## src/rtl/nes_pad_reader_pkg.sv

```systemverilog
// Shared definitions for the NES/Famicom pad reader.
//  - BTN_* : bit masks of the parallel button byte (1 = pressed)
//  - pad_state_t : read-sequence FSM states
//  - max_u : elaboration-time helper for counter sizing
package nes_pad_reader_pkg;

  localparam logic [7:0] BTN_A      = 8'h01;
  localparam logic [7:0] BTN_B      = 8'h02;
  localparam logic [7:0] BTN_SELECT = 8'h04;
  localparam logic [7:0] BTN_START  = 8'h08;
  localparam logic [7:0] BTN_UP     = 8'h10;
  localparam logic [7:0] BTN_DOWN   = 8'h20;
  localparam logic [7:0] BTN_LEFT   = 8'h40;
  localparam logic [7:0] BTN_RIGHT  = 8'h80;

  typedef enum logic [2:0] {
    IDLE  = 3'd0,
    LATCH = 3'd1,
    LOW   = 3'd2,
    HIGH  = 3'd3,
    DONE  = 3'd4
  } pad_state_t;

  function automatic int unsigned max_u(input int unsigned a, input int unsigned b);
    return (a > b) ? a : b;
  endfunction

endpackage

```

## src/rtl/nes_pad_reader_sync_2ff.sv

```systemverilog
// Two-flop synchronizer for a single asynchronous input.
//  clk_i : destination clock
//  rst_i : synchronous active-high reset, both flops load RST_VAL
//  d_i   : asynchronous input
//  q_o   : synchronized output (2 cycles latency)
module sync_2ff #(
  parameter logic RST_VAL = 1'b0
) (
  input  logic clk_i,
  input  logic rst_i,
  input  logic d_i,
  output logic q_o
);

  logic [1:0] sync_q;

  always_ff @(posedge clk_i) begin
    if (rst_i) sync_q <= {2{RST_VAL}};
    else       sync_q <= {sync_q[0], d_i};
  end

  assign q_o = sync_q[1];

endmodule

```

## src/rtl/nes_pad_reader.sv

```systemverilog
// Host-side reader for a 4021-based NES pad. Periodically strobes the pad,
// clocks out 8 serial bits and presents them as an active-high button byte.
//  clk_i, rst_i   : master clock, synchronous active-high reset
//  en_i           : enable automatic polling
//  pad_latch_o    : pad LATCH strobe (active high)
//  pad_clk_o      : pad CLK, idles low, rising edge shifts the pad
//  pad_data_i     : pad DATA, active low, asynchronous
//  btns_o         : buttons [0]A [1]B [2]Sel [3]Start [4]Up [5]Down [6]Left [7]Right
//  btns_valid_o   : one-cycle pulse when btns_o is updated
//  busy_o         : read sequence in progress
module nes_pad_reader
  import nes_pad_reader_pkg::*;
#(
  parameter int unsigned POLL_PERIOD     = 100000,
  parameter int unsigned LATCH_CYCLES    = 12,
  parameter int unsigned HALF_BIT_CYCLES = 6
) (
  input  logic       clk_i,
  input  logic       rst_i,
  input  logic       en_i,
  output logic       pad_latch_o,
  output logic       pad_clk_o,
  input  logic       pad_data_i,
  output logic [7:0] btns_o,
  output logic       btns_valid_o,
  output logic       busy_o
);

  // HALF_BIT_CYCLES >= 3 lets a pad edge clear the synchronizer before sampling.
  if (HALF_BIT_CYCLES < 3 ||
      POLL_PERIOD < LATCH_CYCLES + 15 * HALF_BIT_CYCLES + 2) begin : g_param_err
    $error("nes_pad_reader: HALF_BIT_CYCLES < 3 or POLL_PERIOD shorter than a read");
  end

  localparam int unsigned PH_MAX = max_u(LATCH_CYCLES, HALF_BIT_CYCLES);
  localparam int PH_W  = (PH_MAX > 1) ? $clog2(PH_MAX) : 1;
  localparam int CNT_W = (POLL_PERIOD > 1) ? $clog2(POLL_PERIOD) : 1;

  localparam logic [PH_W-1:0]  PH_LATCH_LAST = PH_W'(LATCH_CYCLES - 1);
  localparam logic [PH_W-1:0]  PH_HALF_LAST  = PH_W'(HALF_BIT_CYCLES - 1);
  localparam logic [CNT_W-1:0] CNT_LAST      = CNT_W'(POLL_PERIOD - 1);

  // Released pad reads high, so the synchronizer resets to "no press".
  logic d_s;
  sync_2ff #(.RST_VAL(1'b1)) u_sync (
    .clk_i (clk_i),
    .rst_i (rst_i),
    .d_i   (pad_data_i),
    .q_o   (d_s)
  );

  // Poll counter: free-runs while enabled, independent of the FSM.
  logic [CNT_W-1:0] cnt_q;
  logic             tick;

  always_ff @(posedge clk_i) begin
    if (rst_i || !en_i)      cnt_q <= '0;
    else if (cnt_q == CNT_LAST) cnt_q <= '0;
    else                     cnt_q <= cnt_q + 1'b1;
  end

  assign tick = en_i && (cnt_q == CNT_LAST);

  pad_state_t      state_q;
  logic [PH_W-1:0] ph_q;
  logic [2:0]      bit_q;
  logic [7:0]      shreg_q, shreg_d;
  logic [7:0]      btns_q;
  logic            valid_q, latch_q, pclk_q, busy_q;

  // Shift register with the current bit inserted; the last bit goes straight
  // to btns so the result is visible in the DONE cycle.
  always_comb begin
    shreg_d        = shreg_q;
    shreg_d[bit_q] = ~d_s;
  end

  always_ff @(posedge clk_i) begin
    if (rst_i) begin
      state_q <= IDLE;
      ph_q    <= '0;
      bit_q   <= '0;
      shreg_q <= '0;
      btns_q  <= '0;
      valid_q <= 1'b0;
      latch_q <= 1'b0;
      pclk_q  <= 1'b0;
      busy_q  <= 1'b0;
    end else begin
      valid_q <= 1'b0;
      case (state_q)
        IDLE: begin
          if (tick) begin
            state_q <= LATCH;
            latch_q <= 1'b1;
            busy_q  <= 1'b1;
            ph_q    <= '0;
          end
        end
        LATCH: begin
          if (ph_q == PH_LATCH_LAST) begin
            state_q <= LOW;
            latch_q <= 1'b0;
            ph_q    <= '0;
            bit_q   <= '0;
          end else begin
            ph_q <= ph_q + 1'b1;
          end
        end
        LOW: begin
          if (ph_q == PH_HALF_LAST) begin
            shreg_q <= shreg_d;
            ph_q    <= '0;
            if (bit_q == 3'd7) begin
              state_q <= DONE;
              btns_q  <= shreg_d;
              valid_q <= 1'b1;
            end else begin
              state_q <= HIGH;
              pclk_q  <= 1'b1;
            end
          end else begin
            ph_q <= ph_q + 1'b1;
          end
        end
        HIGH: begin
          if (ph_q == PH_HALF_LAST) begin
            state_q <= LOW;
            pclk_q  <= 1'b0;
            bit_q   <= bit_q + 3'd1;
            ph_q    <= '0;
          end else begin
            ph_q <= ph_q + 1'b1;
          end
        end
        DONE: begin
          state_q <= IDLE;
          busy_q  <= 1'b0;
        end
        default: begin
          state_q <= IDLE;
          latch_q <= 1'b0;
          pclk_q  <= 1'b0;
          busy_q  <= 1'b0;
        end
      endcase
    end
  end

  assign pad_latch_o  = latch_q;
  assign pad_clk_o    = pclk_q;
  assign btns_o       = btns_q;
  assign btns_valid_o = valid_q;
  assign busy_o       = busy_q;

endmodule

```

## config.mk

```make
export PLATFORM = sky130hd
export DESIGN_NAME = nes_pad_reader
export DESIGN_NICKNAME = d
export VERILOG_FILES = /design/src/rtl/nes_pad_reader_pkg.sv /design/src/rtl/nes_pad_reader_sync_2ff.sv /design/src/rtl/nes_pad_reader.sv
export SDC_FILE = /design/constraint.sdc
export NUM_CORES = 1
export LEC_CHECK = 0
export ABC_AREA = 1
export BUFFER_PORTS_ARGS = -buffer_cell sky130_fd_sc_hd__buf_2
export CAP_MARGIN = 10
export CORE_UTILIZATION = 50
export DETAILED_ROUTE_END_ITERATION = 8
export PLACE_DENSITY = 0.76
export REMOVE_ABC_BUFFERS = 1
export SLEW_MARGIN = 10
export SYNTH_ARGS = -nofsm -noshare
export SYNTH_HDL_FRONTEND = slang
export SYNTH_SLANG_ARGS = --single-unit
```

## constraint.sdc

```tcl
create_clock -name clk_i -period 1.64 [get_ports clk_i]
set_input_delay 0.328 -clock clk_i [delete_from_list [all_inputs] [get_ports clk_i]]
set_output_delay 0.328 -clock clk_i [all_outputs]
set_load 0.02 [all_outputs]
```

==> run_results.csv, run 1 <==
group,metric,value,unit
power,p_leak,0.00104,µW
drt,wl_per_cell,10.8,µm
timing,fmax,670,MHz
drt,drt_drc_violations_left,0,
drt,ant_nets,0,
die,rows,24,
timing,hold_viol,0,
setup_path,end_kind,"register",
run_status,status,"finished, final reports clean",
setup_path,crit_required,1.88,ns
synth,synth_area_per_cell,7.52,µm²
timing,min_period,1.49,ns
die,die_w,69.3,µm
clocking,cts_tree,"built",
global_route,grtUsageMet1,24.4,%
synth,ys_ff_latch,49,
setup_path,crit_family,"simple AND/OR/NAND/NOR gates",
final_layout,syn_to_final_growth,12.9,%
placement,gp_congestion,0.828,
power,p_per_area,985,mW/mm²
power,ir_drop,0.659,mV
clocking,cts_root_buffer,"clkbuf_8",
synth,netlist_area,0.00226,mm²
setup_path,crit_type,"register to register",
die,ioPinCount,16,
global_route,use_met3,4.51,%
global_route,grt_pass1_vias,1755,
clocking,clkSinkCount,49,
clocking,clkTransAtPathRegs,0.09,ns
setup_path,crit_buf_inv,0,
drt,via_per_inst,5.07,
setup_path,cpPeakStageDelay,0.38,ns
timing,finalMaxSlewViolations,0,
clocking,cts_made_buffers,5,
clocking,clockBufferDepth,2,
global_route,grt_usage,19.2,%
final_layout,finalInstanceArea,0.00256,mm²
setup_path,worstRegToRegCells,8,
global_route,grt-ovfl-total,0,
timing,timing.final.crit_share,91.0,%
die,fp.dieArea,0.00480,mm²
clocking,ctsHoldBuffers,0,
timing,tightest_slew,0.289,ns
synth,synth_top_area_share,43.3,%
setup_path,critPathLaunchType,"register",
die,die_y,69.3,µm
synth,synth_cell_types,29,
placement,dp_hpwl,3000,µm
placement,dpl.cell_count,369,
placement,place_area,0.00242,mm²
final_layout,antenna_cells,0,
global_route,grt_pass1_wl,7490,µm
final_layout,instances_no_fill,379,
drt,firstDrtPassIters,4,
synth,yosysTopAreaCell,"dfxtp_1",
setup_path,crit_top_cell,"nor2_4",
min_path,hold_class,"input pin to register",
min_path,hold_path_depth,2,
final_layout,drive_above_1_share,16.2,%
drt,totalWireLength,4110,µm
setup_path,cp_num_cells,8,
global_route,grt_busiest_layer,"met2",
synth,yosysWarnings,0,
timing,setup_violations,0,
timing,slew_headroom,80.6,%
setup_path,slowest_stage,"dfxtp_4",
setup_path,path_cells,"ha_4, nand2_2, nor2_4, nand3_4, nor2_4, nand3_2, or2_0, a21oi_1",
flow_run,drv_cap,0,
drt,vias,1923,
global_route,met2_usage,31.1,%
final_layout,fin_nets,335,
clocking,clk-insertion-delay-late,0.30,ns
clocking,htreeDepth,2,
drt,first_iter_violations,92,
global_route,grt_max_degree,17,
setup_path,arrival,1.73,ns
synth,synth.area.top_cells,"dfxtp_1 (43%), nand2_1 (6.6%), nor2_1 (6.3%), inv_1 (6.1%), a21oi_1 (6.0%)",
die,start_util,52.0,%
synth,synthCells,301,
setup_path,crit_fanout,4,
timing,fin_worst_skew,0.0105,ns
synth,synth-seq-area-share,43.3,%
placement,io_buffers,15,
die,coreArea,0.00435,mm²
global_route,antenna_found_initial,0,
layer usage:
layer,wire [µm],vias to the layer above
li1,-,1035
met1,1990,864
met2,1930,19
met3,118,5
met4,70,0
met5,0,-
cells in the mapped netlist, drive strengths merged:
| library cell | n |
|---|---|
| nand3 | 30 |
| clkbuf | 2 |
| buf | 5 |
| o21ai | 27 |
| nor2 | 42 |
| nor3b | 1 |
| xor2 | 10 |
| dfxtp | 49 |
| inv | 39 |
| xnor2 | 1 |
| o22ai | 2 |
| nand2 | 42 |
| or2 | 4 |
| nor3 | 3 |
| a21oi | 27 |
| nand4 | 2 |
| a211oi | 8 |
| ha | 5 |
| nand3b | 1 |
| o21bai | 1 |
cells in the final DEF, fill, tap and decap left out, drive strengths merged:
master and count:
buf 25, xnor2 1, o22ai 2, nand2 42, o21bai 1, nor3 3, dfxtp 49, ha 5
a21oi 27, nor2 42, clkinv 2, xor2 10, clkinvlp 1, nand4 2, o21ai 27, nand3 30
or2 4, nor3b 1, inv 39, clkbuf 5, nand3b 1, a211oi 8
worst reg2reg max path, cell delays in order, from the launching register on:
cell and delay (ns):
dfxtp_4 0.38, ha_4 0.14, nand2_2 0.07, nor2_4 0.16
nand3_4 0.10, nor2_4 0.15, nand3_2 0.10, or2_0 0.21
a21oi_1 0.13
power by group:
part	total [µW]	internal (µW)	switching (µW)
combinational	506	183	324
sequential	1320	1260	63.6
clock	689	295	394
cells by family after synthesis:
family | after synthesis | share of synthesized area, %
XOR/XNOR | 11 | 4.26
flip-flops | 49 | 43.3
AO/OA/AOI/OAI | 65 | 15.6
buffers and inverters | 46 | 8.18
AND/OR/NAND/NOR | 125 | 25.8
adder cells (fa/ha/maj) | 5 | 2.76
final cells by class:
cell class / count / area, µm²
Tap cell: 52 / 65.1
Clock buffer: 5 / 68.8
Fill cell: 406 / 1800
Sequential cell: 49 / 986
Multi-Input combinational cell: 206 / 1120
Clock inverter: 3 / 17.5
Timing Repair Buffer: 25 / 150
Inverter: 39 / 146
worst paths after layout:
path                               start                     endpoint  slack, ns
max reg2reg          cnt_q[0]$_SDFF_PP0_         cnt_q[10]$_SDFF_PP0_       0.15
min reg2reg  u_sync.sync_q[0]$_SDFF_PP1_  u_sync.sync_q[1]$_SDFF_PP1_       0.40
min                           pad_data_i  u_sync.sync_q[0]$_SDFF_PP1_       0.21
max                  cnt_q[0]$_SDFF_PP0_         cnt_q[10]$_SDFF_PP0_       0.15
through the flow:
| step | power, µW | setup TNS (ns) | utilization, % | hold slack [ns] | setup slack, ns |
|---|---|---|---|---|---|
| 2_1_floorplan | 1710 | 0 | - | 0.389 | 0.104 |
| 3_3_place_gp | 1840 | 0 | 55.7 | 0.392 | 0.126 |
| 3_5_place_dp | 1840 | 0 | 55.7 | 0.397 | 0.102 |
| 4_1_cts | 2540 | 0 | 57.7 | 0.194 | 0.0898 |
| 5_1_grt | 2680 | -0.0182 | 58.7 | 0.189 | -0.0166 |
| 6_report | 2520 | 0 | 58.7 | 0.207 | 0.147 |
registers in the layout (all words and copies together) (netlist names), 2 cells and up:
register / count
bit_q: 3
btns_o: 8
cnt_q: 17
ph_q: 4
shreg_q: 8
state_q: 3
u_sync.sync_q: 2
what timing repair did:
| action | CTS | global route |
|---|---|---|
| gates resized for setup | 0 | 8 |
| endpoints found under the setup margin | 0 | 10 |
| setup buffers | 0 | 2 |
(Power assumes the default switching activity.)
==> run 2, diff against run 1 <==
Settings changed: SLEW_MARGIN 10 to default, SYNTH_HIERARCHICAL from default to 1.
==> run 2 against run 1 <==
Wire length rose by 11%. Sequential power decreased by 4%. Sequential share of layout area decreased by 0.90 points. Via count grew 2.7%. Combinational power shrank 29%. First-iteration DRC count decreased by 12%. Cell count grew 1.6%. Clock skew up 0.0033 ns. Fmax is 2.9% lower. Utilization rose by 0.36 points. Cell area up 2.0%. Flip-flop and latch count unchanged.
==> run_results.csv, run 2 <==
group,metric,value,unit
global_route,grt_pass1_wl,8050,µm
final_layout,multiInputGateArea,0.00118,mm²
synth,synth_top_area_share,42.0,%
synth,synth_mux_area_share,0,%
drt,totalWireLength,4560,µm
clocking,htreeDepth,2,
die,start_util,52.9,%
final_layout,final.fill_count,405,
die,coreArea,0.00441,mm²
drt,via_per_inst,5.13,
final_layout,final_common_cell,"dfxtp_1",
synth,synth-seq-area-share,42.0,%
setup_path,path_cells,"ha_1, nand2_1, nor2_4, nand3_4, nor2_4, nand3_1, and2_0, o21ai_1, inv_1",
synth,synth_cell_types,32,
die,rows,24,
synth,synth_xor_area_share,2.62,%
setup_path,critPathLaunchType,"register",
synth,synth-edff-count,0,
setup_path,crit_top_cell,"nor2_4",
setup_path,arrival,1.75,ns
flow_run,drv_cap,0,
global_route,grt_pass1_vias,1819,
synth,synth_top_family_by_area,"simple AND/OR/NAND/NOR gates",
timing,hold_viol,0,
timing,timing.final.crit_share,93.8,%
die,ioPinCount,16,
clocking,ctsHoldBuffers,0,
drt,wl_per_cell,11.8,µm
timing,slew_headroom,79.3,%
synth,netlist_area,0.00234,mm²
clocking,clkSinkCount,49,
clocking,cts_root_buffer,"clkbuf_8",
timing,min_period,1.54,ns
final_layout,antenna_cells,0,
synth,ys_ff_latch,49,
power,ir_drop,0.509,mV
power,p_per_area,964,mW/mm²
power,p_leak,0.00107,µW
final_layout,largest_register,"cnt_q",
timing,finalMaxSlewViolations,0,
drt,ant_nets,0,
timing,setup_violations,0,
final_layout,fin_nets,341,
synth,yosysWarnings,6,
synth,synth.most_common_cell,"dfxtp_1",
power,power.total,2510,µW
drt,vias,1975,
setup_path,crit_end,"cnt_q[16]$_SDFF_PP0_",
setup_path,slowest_stage,"dfxtp_2",
min_path,hold_path_depth,3,
synth,yosys.area_share.simple,29.5,%
setup_path,crit_fanout,5,
timing,rsz0062_at_grt,"yes",
synth,ys_async_sr_fraction,0,%
die,die_y,70.4,µm
synth,synthTopCellsByCount,"dfxtp_1 (49), nand2_1 (43), nor2_1 (42)",
setup_path,worstRegToRegCells,9,
setup_path,end_kind,"register",
timing,fin_ws,0.102,ns
drt,first_iter_violations,81,
global_route,grt_usage,20.3,%
placement,gp_congestion,0.837,
timing,fmax,650,MHz
clocking,clockBufferDepth,2,
clocking,clk-insertion-delay-late,0.32,ns
placement,io_buffers,15,
final_layout,largest_register_ffs,17,
setup_path,crit_type,"register to register",
global_route,grt_max_degree,22,
setup_path,r2r_end,"cnt_q[16]$_SDFF_PP0_",
run_status,status,"finished, final reports clean",
timing,tightest_slew,0.309,ns
synth,synth_area_per_cell,7.46,µm²
drt,firstDrtPassIters,4,
final_layout,drive_above_1_share,18.6,%
timing,fin_worst_skew,0.0138,ns
die,die_w,70.4,µm
clocking,clkTransAtPathRegs,0.09,ns
synth,yosysTopAreaCell,"dfxtp_1",
global_route,grt-ovfl-total,0,
synth,synthAdderAreaFrac,2.68,%
synth,synthCells,313,
synth,synth_ff_type,"dfxtp_1",
global_route,antenna_found_initial,0,
final_layout,syn_to_final_growth,11.6,%
final_layout,final_cell_mix,"dfxtp_1 (48), nand2_1 (43), nor2_1 (41), a21oi_1 (32), inv_1 (30)",
placement,dp_slack,0.108,ns
clocking,cts_tree,"built",
min_path,hold_class,"input pin to register",
clocking,cts_made_buffers,5,
timing,timing.hold.ws,0.185,ns
setup_path,r2r_start,"cnt_q[0]$_SDFF_PP0_",
setup_path,cpPeakStageDelay,0.35,ns
final_layout,seqCellArea,982,µm²
setup_path,crit_required,1.85,ns
drt,drt_drc_violations_left,0,
placement,dp_hpwl,3290,µm
synth,synth.area.top_cells,"dfxtp_1 (42%), a21oi_1 (7.1%), nand2_1 (6.9%), nor2_1 (6.7%), nand3_1 (6.2%)",
setup_path,crit_start,"cnt_q[0]$_SDFF_PP0_",
setup_path,reg2reg_slack,0.10,ns
die,fp.dieArea,0.00495,mm²
synth,synth_compound_area_share,14.9,%
==> run 2: cell types whose count changed after synthesis, moves of 3 or more <==
cell and delta:
inv_1 -7, nor2_1 +4, a211oi_1 -7, nor3_2 +4
xor2_1 -3, nand2_1 +3, o21ai_0 -7, a21oi_1 +6
o21ai_1 +4, o21ai_2 +3, inv_2 +9
==> run 2: cell families (layout without fill, tap and decap cells) <==
| group | count (synthesis) | after routing |
|---|---|---|
| XOR/XNOR | 7 | 7 |
| flip-flops | 49 | 49 |
| AND/OR/NAND/NOR | 139 | 139 |
| AO/OA/AOI/OAI | 64 | 64 |
| buffers and inverters | 49 | 69 |
| adder cells (fa/ha/maj) | 5 | 5 |
==> run 2: how the worst min path moves through the flow <==
stage                                startpoint                     endpoint  slack, ns
floorplan           u_sync/sync_q[0]$_SDFF_PP1_  u_sync/sync_q[1]$_SDFF_PP1_       0.39
global placement    u_sync/sync_q[0]$_SDFF_PP1_  u_sync/sync_q[1]$_SDFF_PP1_       0.39
detailed placement  u_sync/sync_q[0]$_SDFF_PP1_  u_sync/sync_q[1]$_SDFF_PP1_       0.41
CTS                                  pad_data_i  u_sync/sync_q[0]$_SDFF_PP1_       0.18
global route                         pad_data_i  u_sync/sync_q[0]$_SDFF_PP1_       0.18
finish                               pad_data_i  u_sync/sync_q[0]$_SDFF_PP1_       0.19
==> run 2: power by group <==
part | switching [µW] | internal [µW]
Combinational | 240 | 118
Sequential | 38.9 | 1230
Clock | 430 | 457
==> run 2: layer usage <==
layer | routed length [µm] | track usage [%]
met1 | 2190 | 25.0
met2 | 2190 | 34.4
met3 | 119 | 4.33
met4 | 63 | 7.78
met5 | 0 | 0
==> run 2: layout make-up <==
class                      count  area share, %
multi-input combinational    215           45.2
timing repair buffer          19           4.03
clock inverter                 3           1.78
tap                           52           2.50
sequential                    49           37.7
clock buffer                   5           2.64
inverter                      42           6.14
==> run 2: through the flow <==
step | setup TNS, ns | instances | utilization, % | instance area, µm²
2_1_floorplan | 0 | 306 | - | 2300
3_3_place_gp | 0 | 376 | 55.8 | 2460
3_5_place_dp | 0 | 376 | 55.8 | 2460
4_1_cts | 0 | 384 | 58.4 | 2580
5_1_grt | -0.0766 | 385 | 59.1 | 2610
6_report | 0 | 385 | 59.1 | 2610
==> run 2: worst max-delay path, delay by kind of cell (launching register included) <==
| kind | cells | cell delay (ns) |
|---|---|---|
| adders and majority gates | 1 | 0.16 |
| DFF | 1 | 0.35 |
| and+or+nand+nor | 6 | 0.79 |
| AOI/OAI and AO/OA | 1 | 0.11 |
| buffers and inverters | 1 | 0.04 |
==> run 2: repair_timing <==
item,in CTS,in global routing
setup endpoints to repair,0,14
setup buffers,0,1
gates resized for setup,0,6
==> run 3, diff against run 2 <==
Clock period 1.64 ns to 1.9 ns, I/O delays scaled along.
==> run 3 against run 2 <==
Clock power shrank 15%. Sequential share of layout area increased by 0.39 points. Die area did not move. Combinational power is 15% lower. Fmax is 1.3% higher. Register-to-register slack improved by 0.28 ns. Flip-flop and latch count stayed put. Clock skew fell by 0.0060 ns. Cell area is 1.2% lower. Wire length fell by 5.1%. Cell count fell by 0.26%. Via count down 0.35%.
==> run_results.csv, run 3 (synthesized netlist as in run 2, its figures left out) <==
group,metric,value,unit
run_status,status,"finished, final reports clean",
placement,dp_hpwl,3180,µm
placement,gp_congestion,0.883,
clocking,clkSinkCount,49,
global_route,use_met3,5.48,%
clocking,clockBufferDepth,2,
drt,first_iter_violations,71,
clocking,cts_made_buffers,5,
timing,fin_setup_tns,0,ns
clocking,cts_root_buffer,"clkbuf_8",
setup_path,slowest_stage,"dfxtp_1",
die,start_util,52.9,%
die,ioPinCount,16,
drt,ant_nets,0,
final_layout,final_cell_mix,"dfxtp_1 (49), nand2_1 (43), nor2_1 (42), a21oi_1 (33), inv_1 (30)",
setup_path,cpPeakStageDelay,0.36,ns
global_route,grt_usage,20.0,%
die,die_y,70.4,µm
final_layout,final_common_cell,"dfxtp_1",
timing,hold_viol,0,
timing,tightest_slew,0.383,ns
global_route,grt_max_degree,22,
power,p_per_area,834,mW/mm²
timing,finalMaxSlewViolations,0,
die,coreArea,0.00441,mm²
global_route,grtUsageMet1,24.1,%
timing,slew_headroom,74.4,%
power,power.total,2150,µW
clocking,ctsHoldBuffers,0,
global_route,grt_busiest_layer,"met2",
timing,fmax,659,MHz
setup_path,arrival,1.73,ns
global_route,met2_usage,33.1,%
global_route,grt_pass1_vias,1902,
timing,fin_worst_skew,0.00778,ns
global_route,grt_pass1_wl,7980,µm
final_layout,largest_register_ffs,17,
final_layout,largest_register,"cnt_q",
drt,drt_drc_violations_left,0,
global_route,antenna_found_initial,0,
final_layout,syn_to_final_growth,10.3,%
timing,min_period,1.52,ns
drt,totalWireLength,4330,µm
clocking,clk-insertion-delay-late,0.31,ns
setup_path,crit_required,2.11,ns
final_layout,fin_nets,340,
clocking,post_cts_buffers,0,
power,ir_drop,0.571,mV
clocking,ctsResizeCount,0,
final_layout,antenna_cells,0,
min_path,hold_class,"input pin to register",
drt,vias,1968,
die,die_w,70.4,µm
timing,rsz0062_at_grt,"no",
power,p_leak,0.00106,µW
timing,setup_violations,0,
setup_path,path_cells,"ha_1, nand2_1, nor2_4, nand3_2, nor2_2, nand3_1, and2_0, o21ai_1, inv_1",
clocking,cts_tree,"built",
setup_path,crit_fanout,5,
final_layout,final.fill_count,403,
drt,wl_per_cell,11.3,µm
final_layout,instances_no_fill,384,
die,rows,24,
placement,dpl.cell_count,376,
placement,io_buffers,15,
timing,timing.final.crit_share,79.9,%
setup_path,critPathLaunchType,"register",
setup_path,crit_type,"register to register",
setup_path,end_kind,"register",
clocking,htreeDepth,2,
drt,via_per_inst,5.13,
flow_run,drv_cap,0,
clocking,clkTransAtPathRegs,0.09,ns
die,fp.dieArea,0.00495,mm²
final_layout,drive_above_1_share,17.5,%
global_route,grt-ovfl-total,0,
drt,firstDrtPassIters,4,
[run 3: cell count changes in the layout (fill, tap and decap cells not counted), sizes merged]
cell | before | now
buf | 19 | 18
[run 3: per-layer routing]
| metal | wire length (µm) | vias to the layer above |
|---|---|---|
| li1 | - | 1051 |
| met1 | 2020 | 879 |
| met2 | 2050 | 27 |
| met3 | 150 | 11 |
| met4 | 112 | 0 |
| met5 | 0 | - |
[run 3: layout make-up]
cell class | instances | area [µm²] | share of cell area, %
inverters | 42 | 158 | 6.12
multi-input cells | 215 | 1160 | 45.0
repair buffers | 18 | 97.6 | 3.79
clock inverters | 3 | 46.3 | 1.80
well taps | 52 | 65.1 | 2.52
flip-flops and latches | 49 | 981 | 38.1
clock buffers | 5 | 68.8 | 2.67
[run 3: where the power goes]
part           internal [µW]  leakage [µW]  switching (µW)
sequential              1060      0.000396            32.0
clock                    394     0.0000543             357
combinational           98.5      0.000611             206
[run 3: path summary, 6_finish.rpt]
kind / startpoint / end / slack, ns / cells past startpoint
max: cnt_q[0]$_SDFF_PP0_ / cnt_q[16]$_SDFF_PP0_ / 0.38 / 9
min: pad_data_i / u_sync/sync_q[0]$_SDFF_PP1_ / 0.25 / 3
min reg2reg: u_sync/sync_q[0]$_SDFF_PP1_ / u_sync/sync_q[1]$_SDFF_PP1_ / 0.42 / 2
max reg2reg: cnt_q[0]$_SDFF_PP0_ / cnt_q[16]$_SDFF_PP0_ / 0.38 / 9
[run 3: through the flow]
stage | cell area (µm²) | hold WS, ns | util [%] | setup slack (ns)
floorplan | 2300 | 0.387 | - | 0.495
global placement | 2460 | 0.394 | 55.8 | 0.439
detailed placement | 2460 | 0.407 | 55.8 | 0.384
CTS | 2580 | 0.243 | 58.4 | 0.371
global route | 2580 | 0.236 | 58.4 | 0.179
finish | 2580 | 0.248 | 58.4 | 0.381
[run 3: critical path: cells and delay by family, from the launching register on]
family                     cells  cell delay (ns)
and+or+nand+nor                6             0.75
DFF                            1             0.36
adders and majority gates      1             0.18
AOI/OAI and AO/OA              1             0.11
buffers and inverters          1             0.04
